[config.mk]
export PLATFORM = sky130hd
export DESIGN_NAME = dffmem_array
export DESIGN_NICKNAME = d
export VERILOG_FILES = /design/src/rtl/dffmem_array.sv
export SDC_FILE = /design/constraint.sdc
export NUM_CORES = 1
export LEC_CHECK = 0
export CORE_MARGIN = 8
export CORE_UTILIZATION = 45
export CTS_BUF_LIST = sky130_fd_sc_hd__clkbuf_8
export DETAILED_ROUTE_END_ITERATION = 8
export HOLD_SLACK_MARGIN = 0.12
export PLACE_DENSITY = 0.67
export SLEW_MARGIN = 20
export SYNTH_ARGS = -nofsm -noshare
export SYNTH_HDL_FRONTEND = slang
export SYNTH_SLANG_ARGS = --single-unit
[constraint.sdc]
create_clock -name clk -period 5.7 [get_ports clk]
set_input_delay 0.57 -clock clk [delete_from_list [all_inputs] [get_ports clk]]
set_output_delay 0.57 -clock clk [all_outputs]
set_load 0.005 [all_outputs]
[src/rtl/dffmem_array.sv]
// dffmem_array: flip-flop word array with byte-enabled writes, registered
// reads, out-of-range error pulses and a one-word-per-cycle clear sweep.
module dffmem_array #(
    parameter int DATA_W = 16,
    parameter int DEPTH  = 8,
    parameter int ADDR_W = 12
) (
    input  logic                clk,
    input  logic                rst,
    input  logic                cs,
    input  logic                we,
    input  logic [ADDR_W-1:0]   addr,
    input  logic [DATA_W-1:0]   din,
    input  logic [DATA_W/8-1:0] be,
    input  logic                clr,
    output logic [DATA_W-1:0]   dout,
    output logic                rvalid,
    output logic                err,
    output logic                busy
);

    localparam int NBYTES = DATA_W / 8;
    localparam int IDX_W  = $clog2(DEPTH);
    localparam logic [IDX_W-1:0] LAST_IDX = IDX_W'(DEPTH - 1);

    typedef enum logic {
        IDLE  = 1'b0,
        CLEAR = 1'b1
    } state_t;

    state_t             state;
    state_t             state_nx;
    logic [IDX_W-1:0]   sweep_idx;
    logic [IDX_W-1:0]   sweep_idx_nx;

    logic [DATA_W-1:0]  mem [DEPTH];

    logic               in_range;
    logic [IDX_W-1:0]   word_idx;
    logic               wr_go;
    logic               rd_go;
    logic               rd_oob;
    logic               clr_go;
    logic               err_nx;

    // One extra bit on the left so DEPTH itself is representable for the compare
    assign in_range = ({1'b0, addr} < (ADDR_W + 1)'(DEPTH));
    assign word_idx = addr[IDX_W-1:0];
    assign busy     = (state == CLEAR);

    // Next-state, sweep index and access decode
    always_comb begin
        state_nx     = state;
        sweep_idx_nx = sweep_idx;
        wr_go        = 1'b0;
        rd_go        = 1'b0;
        rd_oob       = 1'b0;
        clr_go       = 1'b0;
        err_nx       = 1'b0;
        case (state)
            IDLE: begin
                if (clr) begin
                    state_nx     = CLEAR;
                    sweep_idx_nx = '0;
                    err_nx       = cs;
                end else if (cs) begin
                    if (!in_range) begin
                        err_nx = 1'b1;
                        rd_oob = !we;
                    end else if (we) begin
                        wr_go = 1'b1;
                    end else begin
                        rd_go = 1'b1;
                    end
                end
            end
            CLEAR: begin
                clr_go = 1'b1;
                err_nx = cs;
                if (sweep_idx == LAST_IDX) begin
                    state_nx     = IDLE;
                    sweep_idx_nx = '0;
                end else begin
                    sweep_idx_nx = sweep_idx + IDX_W'(1);
                end
            end
            default: begin
                state_nx     = IDLE;
                sweep_idx_nx = '0;
            end
        endcase
    end

    // FSM state and sweep index registers
    always_ff @(posedge clk) begin
        if (!rst) begin
            state     <= IDLE;
            sweep_idx <= '0;
        end else begin
            state     <= state_nx;
            sweep_idx <= sweep_idx_nx;
        end
    end

    // Storage: reset zeroes every word at once, sweep zeroes one word per cycle
    always_ff @(posedge clk) begin
        if (!rst) begin
            for (int unsigned w = 0; w < DEPTH; w++) begin
                mem[w] <= '0;
            end
        end else begin
            if (clr_go) begin
                mem[sweep_idx] <= '0;
            end
            if (wr_go) begin
                for (int unsigned b = 0; b < NBYTES; b++) begin
                    if (be[b]) begin
                        mem[word_idx][8*b +: 8] <= din[8*b +: 8];
                    end
                end
            end
        end
    end

    // Registered read data and response pulses
    always_ff @(posedge clk) begin
        if (!rst) begin
            dout   <= '0;
            rvalid <= 1'b0;
            err    <= 1'b0;
        end else begin
            rvalid <= rd_go | rd_oob;
            err    <= err_nx;
            if (rd_go) begin
                dout <= mem[word_idx];
            end else if (rd_oob) begin
                dout <= '0;
            end
        end
    end

endmodule

==> results.py, run 1 <==
metrics = {
    "outcome": {
        "status": "complete, no violations",
    },
    "global_route": {
        "grt_pass1_vias": 4228,
        "grt_first_pass_wirelength_um": 23800,
        "grt-ovfl-total": 0,
        "antenna_found_initial": 0,
        "grt_util_all_layers_pct": 15.9,
        "grt_max_degree": 60,
    },
    "critical_path": {
        "worstSetupStartpointType": "input pin",
        "worstPathArrival_ns": 3.43,
        "critical_path_peak_fanout": 57,
        "cp.required_ns": 6.02,
        "crit_type": "in2reg",
        "worstRegToRegCells": 5,
        "end_kind": "flip-flop",
    },
    "sta": {
        "clock_skew_ns": 0.0109,
        "fin_crit_ns": 3.11,
        "fmax_ghz": 0.322,
        "rsz0062_at_grt": "false",
        "setup_ws_ns": 2.59,
        "finalCritPeriodShare_pct": 54.6,
        "slew_violations": 0,
        "tightest_slew_ns": 1.08,
        "tns_ns": 0,
        "finalHoldViolCount": 0,
        "slew_headroom_pct": 28.1,
        "setup_violations": 0,
    },
    "cells_and_area": {
        "n_fill_cell": 1182,
        "area_growth_pct": 15.3,
        "finish.utilization_pct": 52.9,
        "register_area_mm2": 0.00428,
        "antenna_cells": 0,
        "multi_input_area_mm2": 0.00247,
        "num-nets-final": 549,
        "drive_gt1_share_pct": 21.1,
    },
    "drt": {
        "drc": 0,
        "wl_per_cell_um": 21.6,
        "via_per_inst": 5.95,
        "num_vias": 4242,
        "first_pass_iters": 5,
        "postRouteAntennaNets": 0,
        "drt-total-wl_um": 15400,
        "dr.first_iter.drc_count": 422,
    },
    "clock_network": {
        "cts_buffer_depth": 2,
        "cts.repair.resized": 0,
        "cts_root_buf": "clkbuf_8",
        "ctsHoldBuffers": 0,
        "worstSkewPairLatency_ns": 0.46,
        "clkTransAtPathRegs_ns": 0.08,
        "cts_sinks": 150,
        "h-tree-depth": 4,
        "post-cts-setup-buffer-count": 0,
        "cts_made_buffers": 17,
        "cts_tree": "built",
    },
    "synth": {
        "yosys-top-cells-area": "edfxtp_1 (55%), mux4_2 (10%), and3_1 (8.6%)",
        "ys_types": 48,
        "ys.flop_type": "edfxtp_1",
        "ys_ff_latch": 150,
        "yosys.area.top_type": "edfxtp_1",
        "async_flop_share_pct": 0,
        "yosysMostFrequentCell": "edfxtp_1",
        "ys_seq_area_share_pct": 61.6,
        "syn_inst": 472,
        "synth_nets": 509,
        "synthTopCellsByCount": "edfxtp_1 (128), and3_1 (96), mux4_2 (32)",
        "synth_area_mm2": 0.00695,
        "synth-edff-count": 128,
        "synth_top_cell_area_share_pct": 55.3,
        "synth_area_per_cell_um2": 14.7,
        "yosys_warnings": 0,
    },
    "floorplanning": {
        "die_area_mm2": 0.0197,
        "coreArea_mm2": 0.0151,
        "std_cell_rows": 45,
        "die_x_um": 140,
        "io_pins": 54,
        "fp.dieH_um": 140,
        "start_util_pct": 45.9,
    },
    "placed_design": {
        "port_buffers": 53,
        "dp_slack_ns": 2.15,
        "dpl.hpwl_um": 10000,
        "gp_congestion": 0.866,
    },
    "hold_path": {
        "hold_depth": 2,
        "min_path_type": "reg2reg",
    },
    "job": {
        "max_cap_violations": 0,
    },
    "power": {
        "power_mw": 2.30,
        "p_per_area_mw_per_mm2": 288,
        "p_leak_nw": 3.28,
        "vdd_ir_drop_max_uv": 160,
    },
}
-- routing by layer --
layer	global-route usage, %	vias up	part of all wire [%]
met4	7.26	0	1.8
met5	0	-	0
met1	21.5	2103	44
met3	3.53	23	7.7
li1	-	1940	-
met2	24.2	176	46
-- cell families (layout without fill, tap and decap cells) --
logic type | after synthesis | count (layout) | share of synthesized area [%]
AND/OR/NAND/NOR | 175 | 175 | 15.9
adder cells (fa/ha/maj) | 2 | 2 | 0.360
multiplexers | 48 | 48 | 12.7
flip-flops | 150 | 150 | 61.6
buffers and inverters | 41 | 94 | 2.95
AO/OA/AOI/OAI | 56 | 56 | 6.48
-- critical path: stages --
cell and delay, ns:
clkdlybuf4s50_1 0.67, o21a_1 0.28, nand3_1 0.15, nor3_2 0.16, buf_4 0.43, nor3b_1 0.92
and2_1 0.24
-- cell usage in the layout (no fill, tap or decap), drive strengths merged, types with 2 or more instances in the layout --
master / instances
edfxtp: 128
and3: 112
clkdlybuf4s50: 52
mux4: 32
nor2: 23
dfxtp: 22
clkbuf: 21
and2: 17
mux2i: 16
a2bb2oi: 16
a21o: 16
a21oi: 10
clkinv: 7
buf: 7
o21ai: 4
bufinv: 4
nor3b: 4
nand2: 3
nor3: 3
inv: 3
and4: 2
nand3: 2
o211ai: 2
nand4b: 2
ha: 2
a31oi: 2
-- stage by stage --
stage	hold WS (ns)	std cells	area, µm²
2_1_floorplan	0.480	472	6950
3_3_place_gp	0.467	681	7570
3_5_place_dp	0.483	681	7570
4_1_cts	0.502	713	8020
5_1_grt	0.520	713	8020
6_report	0.490	713	8020
-- registers in the layout, summed over array words and instances, names as in the netlist --
name	flops
dout	16
mem	128
err	1
busy	1
sweep_idx	3
rvalid	1
-- worst paths after layout --
kind | slack (ns) | start | endpoint
min reg2reg | 0.49 | dout[15]$_SDFFE_PN0P_ | dout[15]$_SDFFE_PN0P_
max reg2reg | 2.81 | busy$_SDFF_PN0_ | mem[6][4]$_SDFFCE_PN0P_
min | 0.49 | dout[15]$_SDFFE_PN0P_ | dout[15]$_SDFFE_PN0P_
max | 2.59 | rst | mem[3][4]$_SDFFCE_PN0P_
-- report_power, final --
| part | total, mW | internal, mW | switching, mW | leakage [nW] |
|---|---|---|---|---|
| clock network | 0.903 | 0.518 | 0.385 | 0.236 |
| registers | 1.23 | 1.22 | 0.0122 | 1.50 |
| logic | 0.168 | 0.0771 | 0.0913 | 1.54 |
-- final cells by class --
cell class | instances | area share [%]
Sequential cell | 150 | 53.4
Clock buffer | 21 | 3.61
Multi-Input combinational cell | 281 | 30.8
Tap cell | 188 | 2.93
Inverter | 3 | 0.140
Clock inverter | 11 | 1.92
Timing Repair Buffer | 59 | 7.12
Power figures use the tool's default switching activity.
==> run 2: changes to the inputs <==
--- a/config.mk
+++ b/config.mk
@@ -10,7 +10,7 @@
 export CTS_BUF_LIST = sky130_fd_sc_hd__clkbuf_8
 export DETAILED_ROUTE_END_ITERATION = 8
 export HOLD_SLACK_MARGIN = 0.12
-export PLACE_DENSITY = 0.67
+export PLACE_DENSITY = 0.7
 export SLEW_MARGIN = 20
 export SYNTH_ARGS = -nofsm -noshare
 export SYNTH_HDL_FRONTEND = slang
==> constraint.sdc (replaced) <==
create_clock -name clk -period 2.69 [get_ports clk]
set_input_delay 0.269 -clock clk [delete_from_list [all_inputs] [get_ports clk]]
set_output_delay 0.269 -clock clk [all_outputs]
set_load 0.005 [all_outputs]
==> results.py, run 2 (synthesized netlist as in run 1, its figures left out) <==
metrics = {
    "critical_path": {
        "slowest_stage": "clkdlybuf4s50_1",
        "cpPeakStageDelay_ns": 0.45,
        "cp.required_ns": 2.81,
        "crit_type": "in2reg",
        "critical_path_peak_fanout": 8,
        "end_kind": "flip-flop",
        "worstPathArrival_ns": 2.45,
        "worstSetupStartpointType": "input pin",
        "crit_chain": "clkdlybuf4s50_1, nor4_4, and4_1, a31oi_1, a21oi_2, a21o_1",
    },
    "cells_and_area": {
        "antenna_cells": 0,
        "largest_register_ffs": 128,
        "num-nets-final": 580,
        "regMostFlops": "mem",
        "drive_gt1_share_pct": 25.5,
        "n_fill_cell": 1187,
        "final_cell_mix": "edfxtp_1 (128), and3_1 (96), clkdlybuf4s50_1 (52), buf_4 (34), mux4_2 (32)",
        "final-instance-count-excl-fill": 744,
        "area_growth_pct": 19.4,
        "top_regs": "mem: 128 flops, dout: 16 flops, sweep_idx: 3 flops",
        "final_area_mm2": 0.00830,
        "final_common_cell": "edfxtp_1",
    },
    "placed_design": {
        "dp.cells": 712,
        "gp_congestion": 0.849,
        "dpl.hpwl_um": 11400,
        "post_dp_cell_area_mm2": 0.00784,
        "dp_slack_ns": -0.0704,
        "port_buffers": 53,
    },
    "global_route": {
        "grt_max_degree": 58,
        "grt_util_all_layers_pct": 16.7,
        "grt-ovfl-total": 0,
        "antenna_found_initial": 1,
        "grt_first_pass_wirelength_um": 25300,
        "grt_pass1_vias": 4402,
    },
    "clock_network": {
        "cts_sinks": 150,
        "cts.repair.resized": 0,
        "clkTransAtPathRegs_ns": 0.08,
        "cts_tree": "built",
        "cts_buffer_depth": 2,
        "h-tree-depth": 4,
        "worstSkewPairLatency_ns": 0.44,
        "cts_made_buffers": 17,
        "cts_root_buf": "clkbuf_8",
        "post-cts-setup-buffer-count": 0,
        "ctsHoldBuffers": 0,
    },
    "drt": {
        "postRouteAntennaNets": 0,
        "dr.first_iter.drc_count": 414,
        "drt-total-wl_um": 16100,
        "wl_per_cell_um": 21.6,
        "num_vias": 4349,
        "drc": 0,
        "via_per_inst": 5.85,
        "first_pass_iters": 5,
    },
    "sta": {
        "finalHoldViolCount": 0,
        "fmax_ghz": 0.428,
        "setup_ws_ns": 0.354,
        "clock_skew_ns": 0.0116,
        "tightest_slew_ns": 0.622,
        "setup_violations": 0,
        "slew_headroom_pct": 58.3,
        "finalCritPeriodShare_pct": 86.8,
        "rsz0062_at_grt": "false",
        "fin_crit_ns": 2.34,
        "slew_violations": 0,
    },
    "power": {
        "p_per_area_mw_per_mm2": 598,
        "p_leak_nw": 3.45,
        "vdd_ir_drop_max_uv": 275,
    },
    "floorplanning": {
        "die_area_mm2": 0.0197,
        "fp.dieH_um": 140,
        "die_x_um": 140,
        "start_util_pct": 45.9,
        "coreArea_mm2": 0.0151,
        "std_cell_rows": 45,
        "io_pins": 54,
    },
    "job": {
        "max_cap_violations": 0,
    },
    "hold_path": {
        "min_path_type": "in2reg",
    },
    "outcome": {
        "status": "complete, no violations",
    },
}
==> run 2: per-layer routing <==
layer / track usage [%] / vias up / share of wire (%)
met5: 0 / - / 0.062
met4: 4.97 / 2 / 1.1
met3: 4.35 / 18 / 7.4
met2: 25.9 / 146 / 46
met1: 22.7 / 2179 / 45
li1: - / 2004 / -
==> run 2: report_power, final <==
part	internal [mW]	switching [mW]	total [mW]
Clock	1.12	0.834	1.96
Combinational	0.188	0.203	0.391
Sequential	2.59	0.0287	2.62
Total	3.90	1.07	4.97
==> run 2: layout make-up <==
cell class	count	area, µm²	share of cell area [%]
Clock buffer	18	248	2.98
Clock inverter	14	209	2.52
Inverter	3	11.3	0.136
Multi-Input combinational cell	281	2470	29.8
Sequential cell	150	4280	51.6
Tap cell	188	235	2.83
Timing Repair Buffer	90	841	10.1
==> run 2: worst max-delay path, delay by kind of cell <==
family          cells  cell delay [ns]
compound gates      3             0.93
buf+inv             1             0.45
simple gates        2             0.79
==> run 2: worst paths after layout <==
path | from | endpoint | slack, ns | cells past startpoint
hold / removal | cs | err$_SDFF_PN0_ | 0.41 | 2
setup reg to reg | busy$_SDFF_PN0_ | mem[3][9]$_SDFFCE_PN0P_ | 0.40 | 5
hold reg to reg | dout[2]$_SDFFE_PN0P_ | dout[2]$_SDFFE_PN0P_ | 0.49 | 2
setup / recovery | addr[9] | mem[3][9]$_SDFFCE_PN0P_ | 0.35 | 6
==> run 2: per-stage QoR <==
stage / setup TNS, ns / total power [mW] / hold slack [ns] / utilization, %
after floorplan: 0 / 2.87 / 0.409 / -
after global placement: 0 / 3.05 / 0.465 / 51.8
after detailed placement: -2.58 / 3.06 / 0.479 / 51.8
after CTS: 0 / 4.98 / 0.393 / 54.8
after global routing: 0 / 5.10 / 0.405 / 54.8
final: 0 / 4.97 / 0.410 / 54.8
